`src/rtl/fifo_burst_reader_pkg.sv`:
```
// Shared types for the FIFO burst reader: FSM state encoding.
package fifo_burst_reader_pkg;
  typedef enum logic [1:0] {
    IDLE  = 2'd0,
    READ  = 2'd1,
    DRAIN = 2'd2
  } state_t;
endpackage

```
`src/rtl/fifo_out_skid.sv`:
```
// Two-entry output buffer that absorbs the FIFO's registered read latency.
module fifo_out_skid #(
  parameter int DATA_WIDTH = 8
) (
  input  logic                  clk,
  input  logic                  rst_n,
  input  logic                  enq,
  input  logic [DATA_WIDTH-1:0] enq_data,
  input  logic                  deq,
  output logic [1:0]            occ,
  output logic [DATA_WIDTH-1:0] head_data
);
  logic [DATA_WIDTH-1:0] mem [2];
  logic                  head;
  logic                  tail;

  always_ff @(posedge clk or negedge rst_n) begin
    if (!rst_n) begin
      mem[0] <= '0;
      mem[1] <= '0;
      head   <= 1'b0;
      tail   <= 1'b0;
      occ    <= 2'd0;
    end else begin
      if (enq) begin
        mem[tail] <= enq_data;
        tail      <= ~tail;
      end
      if (deq) head <= ~head;
      case ({enq, deq})
        2'b10:   occ <= occ + 2'd1;
        2'b01:   occ <= occ - 2'd1;
        default: occ <= occ;
      endcase
    end
  end

  // head only moves on an accept, so a stalled word stays put
  assign head_data = mem[head];
endmodule

```
`src/rtl/fifo_burst_reader.sv`:
```
// Burst read engine: pops N+1 words from synch_fifo and streams them out with m_last.
//   state | meaning
//   IDLE  | waiting for a burst request
//   READ  | issuing pops until every word of the burst has been requested
//   DRAIN | all pops done, delivering the words still in the buffer
module fifo_burst_reader
  import fifo_burst_reader_pkg::*;
#(
  parameter int DATA_WIDTH = 8,
  parameter int LEN_WIDTH  = 8
) (
  input  logic                  clk,
  input  logic                  rst_n,
  input  logic                  req_valid,
  output logic                  req_ready,
  input  logic [LEN_WIDTH-1:0]  req_len,
  output logic                  fifo_r_en,
  input  logic                  fifo_empty,
  input  logic [DATA_WIDTH-1:0] fifo_data,
  output logic                  m_valid,
  input  logic                  m_ready,
  output logic [DATA_WIDTH-1:0] m_data,
  output logic                  m_last,
  output logic                  busy
);
  localparam logic [LEN_WIDTH:0] ONE = (LEN_WIDTH+1)'(1);

  state_t               state;
  state_t               state_nxt;
  logic [LEN_WIDTH:0]   pop_left;
  logic [LEN_WIDTH:0]   out_left;
  logic                 inflight;
  logic                 accept;
  logic                 deq;
  logic [1:0]           occ;
  logic [2:0]           room_sum;

  assign req_ready = (state == IDLE);
  assign busy      = (state != IDLE);
  assign accept    = req_valid && req_ready;
  assign deq       = m_valid && m_ready;

  // buffer slots already claimed next cycle, counting the word still in flight
  assign room_sum  = {1'b0, occ} + {2'b00, inflight} - {2'b00, deq};
  assign fifo_r_en = (state == READ) && (pop_left != '0) && !fifo_empty && (room_sum < 3'd2);

  assign m_valid = (occ != 2'd0);
  assign m_last  = m_valid && (out_left == ONE);

  always_ff @(posedge clk or negedge rst_n) begin
    if (!rst_n) state <= IDLE;
    else        state <= state_nxt;
  end

  always_comb begin
    state_nxt = state;
    case (state)
      IDLE:  if (accept) state_nxt = READ;
      READ: begin
        if ((pop_left == '0) && !inflight) begin
          if (deq && (out_left == ONE)) state_nxt = IDLE;
          else                          state_nxt = DRAIN;
        end
      end
      DRAIN: if (deq && (out_left == ONE)) state_nxt = IDLE;
      default: state_nxt = IDLE;
    endcase
  end

  always_ff @(posedge clk or negedge rst_n) begin
    if (!rst_n) begin
      pop_left <= '0;
      out_left <= '0;
      inflight <= 1'b0;
    end else begin
      inflight <= fifo_r_en;
      if (accept) begin
        pop_left <= {1'b0, req_len} + ONE;
        out_left <= {1'b0, req_len} + ONE;
      end else begin
        if (fifo_r_en) pop_left <= pop_left - ONE;
        if (deq)       out_left <= out_left - ONE;
      end
    end
  end

  fifo_out_skid #(
    .DATA_WIDTH(DATA_WIDTH)
  ) u_skid (
    .clk       (clk),
    .rst_n     (rst_n),
    .enq       (inflight),
    .enq_data  (fifo_data),
    .deq       (deq),
    .occ       (occ),
    .head_data (m_data)
  );
endmodule

```
`config.mk`:
```
export PLATFORM = sky130hd
export DESIGN_NAME = fifo_burst_reader
export DESIGN_NICKNAME = d
export VERILOG_FILES = /design/src/rtl/fifo_burst_reader_pkg.sv /design/src/rtl/fifo_out_skid.sv /design/src/rtl/fifo_burst_reader.sv
export SDC_FILE = /design/constraint.sdc
export NUM_CORES = 1
export LEC_CHECK = 0
export ABC_AREA = 1
export CORE_MARGIN = 4
export CORE_UTILIZATION = 40
export CTS_CLUSTER_SIZE = 20
export DETAILED_ROUTE_END_ITERATION = 10
export PLACE_DENSITY_LB_ADDON = 0.3
export RECOVER_POWER = 25
export SLEW_MARGIN = 15
export SYNTH_ARGS = -nofsm -noshare
export SYNTH_HDL_FRONTEND = slang
export SYNTH_HIERARCHICAL = 1
export SYNTH_SLANG_ARGS = --single-unit
```
`constraint.sdc`:
```
create_clock -name clk -period 2.3 [get_ports clk]
set_input_delay 0.23 -clock clk [delete_from_list [all_inputs] [get_ports clk]]
set_output_delay 0.23 -clock clk [all_outputs]
set_load 0.01 [all_outputs]
```
==> flow_summary_export.csv <==
group,metric,value,unit
sta,setup_viol,1,
sta,rsz0062_at_grt,"yes",
floorplan,die_w,88.62,um
floorplan,initial_core_util,41.18,%
floorplan,die_h,88.62,um
clocking,root_buffer,"clkbuf_8",
pwr,irDropWorstVdd,0.0006058,V
critical_path,crit_buf_inv,3,
layout,fin_cells,460,
global_route,grt_max_degree,42,
sta,hold_violations,0,
place,io_buffers,33,
hold_path,hp-class,"in -> async",
sta,fmax,418.6,MHz
layout,final_nets,411,
routing,firstDrtPassIters,4,
global_route,grt_use_total,15.24,%
sta,drv_slew,0,
sta,slew_headroom,30.62,%
clocking,cts_sinks,41,
routing,wirelength,5462,um
routing,vias,2195,
routing,drc,0,
global_route,grt-ovfl-total,0,
yosys,syn_area,2600,um^2
critical_path,cp_max_fo,2,
global_route,antenna_found_initial,0,
critical_path,crit_slowest_cell,"fa_1",
floorplan,die_area,7854,um^2
sta,fin_ws,-89.02,ps
layout,drive_gt1_share,16.45,%
sta,fin_skew,2.895,ps
yosys,ys_types,33,
yosys,yosysTopAreaCellShare,39.46,%
critical_path,cpPeakStageDelay,500,ps
critical_path,critPathArrivalTime,2160,ps
routing,drtIter0Drc,82,
yosys,yosys_warnings,6,
critical_path,worstSetupEndpointType,"output port",
sta,fin_crit,2389,ps
layout,antenna_cells,0,
sta,finalCritPeriodShare,103.9,%
yosys,ys_seq_elements,41,
clocking,cts_tree,"yes",
sta,tightest_slew,1041,ps
layout,layout_commonest_cell,"nand2_1",
clocking,cts_made_buffers,5,
critical_path,crit_type,"reg -> out",
critical_path,required,2070,ps
yosys,seq_area_frac_synth,39.46,%
layout,final_cell_mix,"nand2_1 (83), inv_1 (52), dfrtp_1 (41)",
clocking,clockBufferDepth,2,
yosys,postSynthAreaPerCell,7.536,um^2
place,place_congestion,0.8542,
place,place_area,2980,um^2
pwr,leakage,1.597,nW
floorplan,core_area,6314,um^2
layout,syn2layout_area_growth,19.73,%
routing,viasPerCell,4.772,
clocking,clk_latency,290,ps
sta,fin_tns_setup,-89.02,ps
status,outcome,"finished with violations",
critical_path,crit_chain,"nor2_2, nor2_2, ha_1, inv_1, nand2_1, fa_1, nand3_2, nor2_4, nand2_4, inv_2, buf_6",
sta,whs,105.7,ps
yosys,synth_top_area_cell,"dfrtp_1",
global_route,grt_pass1_wl,9397,um
yosys,synthTopCellsByArea,"dfrtp_1 (39%), nand2_1 (12%), inv_1 (7.7%)",
floorplan,ios,34,
routing,antenna_left,0,
yosys,netlist_instances,345,
place,dp.cells,451,
critical_path,critPathTopFamily,"adder cells",
routing,post_drt_wl_per_cell,11.87,um
pwr,power,4.085,mW
status,failed_checks,"negative setup slack",
critical_path,crit_path_frequent_cell,"nor2_2",
layout,finalInstanceArea,3113,um^2
clocking,cts_hold_buf,0,
clocking,clkTransAtPathRegs,80,ps
run,cap_viol_max_count,0,
critical_path,cp-start-kind,"flip-flop",
clocking,htreeDepth,2,
place,dpl.hpwl,3992,um
global_route,grt_pass1_vias,2125,
floorplan,rows,29,
pwr,powerDensity,1312,nW/um^2
yosys,synth_nets,373,
## worst register-to-register path, delay by kind of cell (launching register included)
kind                       cells  cell delay, ps
and+or+nand+nor                7             600
DFF                            1             390
AOI/OAI and AO/OA              1              50
xor gates and xnor gates       1             230
adders and majority gates      2             640
buffers and inverters          2             230
## synth_stat cells, drive strengths merged
cell type / instances
nand2: 100
inv: 58
o21ai: 43
dfrtp: 41
nand3: 33
nor2: 29
buf: 7
ha: 6
nand4: 6
clkbuf: 3
or2: 3
xor2: 3
a21oi: 2
o211ai: 2
o21a: 2
xnor2: 2
a31oi: 1
and3: 1
fa: 1
nand3b: 1
nor3b: 1
## what timing repair did
item / in CTS / in global routing
setup endpoints to repair: 1 / 10
buffers inserted: 3 / 0
gates resized for setup: 10 / 0
pin swaps: 7 / 5
## flip-flops by register name, summed over array words and instances (netlist names)
register,cells
u_skid/head,1
pop_left,9
inflight,1
state,2
out_left,9
u_skid/occ,2
u_skid/tail,1
u_skid/mem,16
## cell type report
class                           instances  area (um^2)
Fill cell                             635         3201
Clock buffer                            5        68.82
Multi-Input combinational cell        236         1282
Inverter                               58        217.7
Tap cell                               77        96.34
Clock inverter                          2        35.03
Sequential cell                        41         1026
Timing Repair Buffer                   41        386.6
## power by group
group,leakage (nW),switching (mW),total (mW),internal (mW)
registers,0.498,0.273,1.33,1.06
clock network,0.0540,0.255,0.570,0.316
logic,1.05,1.21,2.18,0.969
total,1.60,1.74,4.08,2.35
## layer usage
metal  part of all wire, %  track usage [%]  vias to the layer above
met5                     0                0                        -
met4                  0.75            4.945                        0
met3                   4.7            2.607                        4
met2                    48            27.26                       36
met1                    47            18.50                     1000
li1                      -                -                     1155
## metrics by stage
| step | setup WS [ps] | util (%) |
|---|---|---|
| floorplan | 39.38 | - |
| global route | -225.8 | 49.31 |
| CTS | -185.7 | 49.48 |
| global placement | -519.2 | 47.21 |
| detailed placement | -545.2 | 47.21 |
| finish | -89.02 | 49.31 |
## logic make-up after synthesis
kind of cell    Yosys count  share of synthesized area (%)
compound gates           50                          11.79
xor+xnor                  5                          1.685
fa+ha+maj                 7                          3.657
buf+inv                  68                          11.89
flops                    41                          39.46
simple gates            174                          31.52
## path summary, 6_finish.rpt
kind	startpoint	end	slack, ps	cells after the start
min	rst_n	u_skid/mem[9]	110	1
min in group clk	u_skid/mem[12]	u_skid/mem[12]	490	2
max in group asynchronous	rst_n	state[1]	1550	1
min reg2reg	u_skid/mem[12]	u_skid/mem[12]	490	2
max reg2reg	u_skid/occ[0]	pop_left[0]	60	13
max	u_skid/occ[0]	fifo_r_en	-90	11
Note: power is estimated with default switching activity, not from simulation.
